## config.mk

```make
export PLATFORM = sky130hd
export DESIGN_NAME = pipeline_hazard_ctrl
export DESIGN_NICKNAME = d
export VERILOG_FILES = /design/src/rtl/pipeline_hazard_ctrl.sv
export SDC_FILE = /design/constraint.sdc
export NUM_CORES = 1
export LEC_CHECK = 0
export ABC_AREA = 1
export BUFFER_PORTS_ARGS = -buffer_cell sky130_fd_sc_hd__buf_2
export CORE_AREA = 2 2 72 74
export DETAILED_ROUTE_END_ITERATION = 6
export DIE_AREA = 0 0 74 76
export GPL_ROUTABILITY_DRIVEN = 0
export PLACE_DENSITY = 0.93
export RECOVER_POWER = 25
export SYNTH_ARGS = -nofsm -noshare
export SYNTH_HDL_FRONTEND = slang
export SYNTH_SLANG_ARGS = --single-unit
```

## constraint.sdc

```tcl
create_clock -name CLK -period 2.9 [get_ports CLK]
set_input_delay 0.145 -clock CLK [delete_from_list [all_inputs] [get_ports CLK]]
set_output_delay 0.145 -clock CLK [all_outputs]
set_load 0.05 [all_outputs]
```

## src/rtl/pipeline_hazard_ctrl.sv

```systemverilog
// pipeline_hazard_ctrl: stall/flush control for a 5-stage pipeline with a multi-cycle mul/div unit.
module pipeline_hazard_ctrl (
    input  logic        CLK,
    input  logic        RESET,
    input  logic [4:0]  ID_RS1_ADDR,
    input  logic [4:0]  ID_RS2_ADDR,
    input  logic        ID_RS1_USED,
    input  logic        ID_RS2_USED,
    input  logic        EX_VALID,
    input  logic [4:0]  EX_RD_ADDR,
    input  logic        EX_IS_LOAD,
    input  logic        EX_IS_MUL,
    input  logic        EX_IS_DIV,
    input  logic        BRANCH_TAKEN,
    input  logic        ICACHE_BUSY,
    input  logic        DCACHE_BUSY,
    output logic        PC_STALL,
    output logic        IF_ID_STALL,
    output logic        ID_EX_STALL,
    output logic        EX_MEM_STALL,
    output logic        MEM_WB_STALL,
    output logic        IF_ID_FLUSH,
    output logic        ID_EX_FLUSH,
    output logic        EX_MEM_FLUSH,
    output logic        MULDIV_BUSY,
    output logic        MULDIV_DONE,
    output logic [31:0] STALL_COUNT
);
    typedef enum logic {RUN, MULDIV} state_t;
    state_t     state;
    logic [5:0] md_cnt;
    logic       md_done_q;
    logic       in_md, md_start, md_exit, load_use, free, dc_act, md_act, br_act, lu_act, ic_act;

    assign in_md    = state == MULDIV;
    // md_done_q blocks re-entry while EX_MEM captures the finished result
    assign md_start = state == RUN && EX_VALID && (EX_IS_MUL || EX_IS_DIV) && !md_done_q && !DCACHE_BUSY;
    assign md_exit  = in_md && md_cnt == 6'd1 && !DCACHE_BUSY;
    assign load_use = EX_VALID && EX_IS_LOAD && EX_RD_ADDR != 5'd0 &&
                      ((ID_RS1_USED && ID_RS1_ADDR == EX_RD_ADDR) || (ID_RS2_USED && ID_RS2_ADDR == EX_RD_ADDR));

    assign free   = !RESET && !DCACHE_BUSY;
    assign dc_act = !RESET && DCACHE_BUSY;
    assign md_act = free && (in_md || md_start);
    assign br_act = free && !(in_md || md_start) && BRANCH_TAKEN;
    assign lu_act = free && !(in_md || md_start) && !BRANCH_TAKEN && load_use;
    assign ic_act = free && !(in_md || md_start) && !BRANCH_TAKEN && !load_use && ICACHE_BUSY;

    assign PC_STALL     = dc_act || md_act || lu_act || ic_act;
    assign IF_ID_STALL  = dc_act || md_act || lu_act;
    assign ID_EX_STALL  = dc_act || md_act;
    assign EX_MEM_STALL = dc_act;
    assign MEM_WB_STALL = dc_act;
    assign IF_ID_FLUSH  = RESET || br_act || ic_act;
    assign ID_EX_FLUSH  = RESET || br_act || lu_act;
    assign EX_MEM_FLUSH = RESET || md_act;
    assign MULDIV_BUSY  = !RESET && (in_md || md_act);
    assign MULDIV_DONE  = !RESET && md_exit;

    always_ff @(posedge CLK) begin
        if (RESET) begin
            state       <= RUN;
            md_cnt      <= '0;
            md_done_q   <= 1'b0;
            STALL_COUNT <= '0;
        end else begin
            if (PC_STALL && STALL_COUNT != '1) STALL_COUNT <= STALL_COUNT + 32'd1;
            md_done_q <= md_exit || (DCACHE_BUSY && md_done_q);
            if (md_start) begin
                state  <= MULDIV;
                md_cnt <= EX_IS_DIV ? 6'd33 : 6'd2;
            end else if (in_md) begin
                state  <= md_exit ? RUN : MULDIV;
                // the unit keeps running under a dcache stall but parks on its last cycle
                md_cnt <= (md_cnt == 6'd1) ? (DCACHE_BUSY ? 6'd1 : 6'd0) : md_cnt - 6'd1;
            end
        end
    end
endmodule

```

==> Implementation_results.wiki <==
{| class="wikitable"
! Metric !! Value
|-
| Hold_buf cts || 0
|-
| Max Slew Vio Count || 0
|-
| Maximum clock skew at final layout || 0.00846 ns
|-
| Met2 usage in global routing || 0.420
|-
| Hpwl dp || about 4700 um
|-
| Worst-Skew Late Latency || 0.29 ns
|-
| Count of standard-cell rows || 26
|-
| First-pass detailed-route iteration total || 5
|-
| Mapped cell area || 2740 um2
|-
| Result of the run || completed
|-
| Horizontal die dimension || between 70 and 80 um
|-
| Number of global-route vias before repair || between 2000 and 3000
|-
| Post-detailed-route wirelength per cell || 10.8 um
|-
| Resized Gates After CTS || 0
|-
| Top Ports || just under 70
|-
| Number of nets in the synthesized netlist || roughly 500
|-
| Maximum clock path buffer count || 2
|-
| Number of synthesized register bits || 40
|-
| Setup WS pre-CTS || around 0.73 ns
|-
| Achievable Freq || approximately 420 MHz
|-
| CTS sink count || 40
|-
| Total placed cells including tap cells || 585
|-
| Total power per unit cell area || around 400 nW/um2
|-
| Slew at the pin closest to its max-slew limit || 0.686 ns
|-
| Pin count of the biggest net entering global routing || 38
|-
| Count of maximum capacitance violations || 0
|-
| Via count || 3055
|-
| Via/cell ratio || between 5 and 6
|-
| Number of instances in the synthesized netlist || 460
|-
| CP max stage delay || about 0.55 ns
|-
| Remaining max-slew budget at the tightest pin || 0.542
|-
| Final std cells w/o fill || 592
|-
| Required time of the worst setup path || about 2.8 ns
|-
| Buffers on Ports || 67
|-
| Post-Syn Area per Cell || 5.96 um2
|-
| Die outline area || between 5000 and 6000 um2
|-
| CTS H-tree depth || 2
|-
| Global-route wire length before repair || ~11000 um
|-
| Final hold viol count || 0
|-
| Setup Buffers After CTS || 0
|-
| Antenna diode count || 0
|-
| Antenna violations before repair || 0
|-
| Antenna viol nets, final || 0
|-
| CTS clock-pin slew for the worst setup and hold paths || 0.07 ns
|-
| Worst Setup Slack, final || approximately 0.51 ns
|-
| Worst EP arrival || ~2.3 ns
|-
| Post-layout min period || between 2 and 2.5 ns
|-
| Setup Crit Path Kind || register to output pin
|-
| Max stage delay cell, worst path || nand3_2
|-
| Setup TNS || 0 ns
|-
| Met3 routing resource usage after global routing || 0.0516
|-
| Met1 global-route usage || 0.263
|-
| Placeable core region || between 4000 and 5000 um2
|-
| Most frequent cells in the layout || 129 x nand2_1, 75 x nor2_1, 64 x inv_1
|-
| Global routing's busiest layer || met2
|-
| Remaining global-route overflow || 0
|-
| Starting DRT DRC Count || ~250
|-
| Unique cell type count in the Yosys netlist || 28
|-
| Maximum net fanout on the critical path || 34
|-
| Routed wire length || 6420 um
|-
| Sequential area share after synthesis || 0.292
|-
| Final core utilization || 0.639
|-
| Peak supply drop || about 250 uV
|-
| Element type at the critical path end || output pin
|-
| Kind of launch point of the worst setup path || register
|-
| Path type of the worst min-delay path || primary input to register
|-
| Share of cells above drive strength 1 || 0.148
|-
| Area added between synthesis and finish || 14.6%
|-
| Clock tree from TritonCTS || yes
|-
| RSZ-0062 raised after global routing || no
|-
| Warnings from Yosys || 0
|-
| Most common cell after layout, fill and taps aside || nand2_1
|-
| Global router's overall resource usage || 0.232
|-
| Residual DRC count || 0
|-
| Leakage power summed over all cells || between 1.5 and 2 nW
|-
| Crit share post-route || 0.824
|-
| Cell Chain, Critical Path || nor2_2, nand4_4, nand2_4, inv_4, nor2_8, nor2_4, nand3_2, buf_2
|-
| Layout fillers || between 400 and 500
|-
| Die height || around 76 um
|-
| Number of nets in the layout || ~550
|-
| Root buf cell || clkbuf_8
|-
| Setup-violating endpoint count in the final report || 0
|-
| Number of clock buffers inserted by TritonCTS || 5
|-
| Effective utilization at floorplan || 0.558
|}
cell usage after synthesis:
library cell,number,area share
nor2_2,2,0.0046
or2_2,1,0.0023
nor3_1,10,0.018
a31oi_1,1,0.0023
a21oi_1,37,0.068
buf_2,1,0.0018
o32ai_1,1,0.0032
nand2_4,1,0.0041
nand2_1,129,0.18
nand3b_1,1,0.0027
buf_4,1,0.0027
and3_1,3,0.0069
inv_2,9,0.012
nor2_8,1,0.0073
inv_4,1,0.0023
nand4_4,2,0.016
nand3_2,2,0.0073
o21ai_0,7,0.013
nor2_1,75,0.10
buf_6,8,0.033
nor2_4,3,0.012
dfxtp_1,40,0.29
inv_1,64,0.088
xnor2_1,1,0.0032
nand3_1,45,0.082
buf_1,3,0.0041
nand4_1,8,0.018
ha_1,3,0.014
layout make-up:
type | instances | area [um2] | share of cell area
Clock buffer | 7 | 96.3 | 0.0307
Tap cell | 70 | 87.6 | 0.0279
Sequential cell | 40 | 801 | 0.255
Multi-Input combinational cell | 333 | 1550 | 0.492
Timing Repair Buffer | 68 | 330 | 0.105
Inverter | 74 | 280 | 0.0892
flip-flops by register name (all words and copies together), names as in the netlist, named ones only:
register and flops:
STALL_COUNT 32, md_cnt 6, in_md 1
per-stage QoR:
stage	hold WS (ns)	power, W	area (um2)
after floorplan	0.306	0.000810	2740
after global placement	0.446	0.000854	3070
after detailed placement	0.479	0.000865	3070
after CTS	0.236	0.00126	3170
after global routing	0.245	0.00132	3140
final	0.236	0.00125	3140
final timing paths:
check / start / to / slack, ns / depth (start not counted)
hold reg to reg: register / register / 0.49 / 2
setup reg to reg: in_md$_SDFF_PP0_ / STALL_COUNT[0]$_SDFFE_PP0P_ / 0.67 / 11
hold / removal: EX_VALID / in_md$_SDFF_PP0_ / 0.24 / 3
setup / recovery: in_md$_SDFF_PP0_ / PC_STALL / 0.51 / 8
critical path, delay by kind of cell (launching register included):
family	cells	cell delay (ns)
and+or+nand+nor	6	1.00
DFF	1	0.39
buffers and inverters	2	0.55
per-layer routing:
layer,part of all wire,routed length [um]
met1,0.42,2720
met2,0.50,3200
met3,0.060,387
met4,0.018,114
met5,0,0
logic make-up (layout without fill, tap and decap cells):
family / count (synthesis) / in the layout / synth area share
adder cells (fa/ha/maj): 3 / 3 / 0.0137
buffers and inverters: 87 / 149 / 0.144
AND/OR/NAND/NOR: 283 / 283 / 0.461
AO/OA/AOI/OAI: 46 / 46 / 0.0858
XOR/XNOR: 1 / 1 / 0.00320
flip-flops: 40 / 40 / 0.292
power by group:
part / internal, W / switching [W]
Clock: 0.000212 / 0.000189
Combinational: 0.0000847 / 0.000190
Sequential: 0.000565 / 0.0000142
Note: power is estimated with default switching activity, not from simulation.
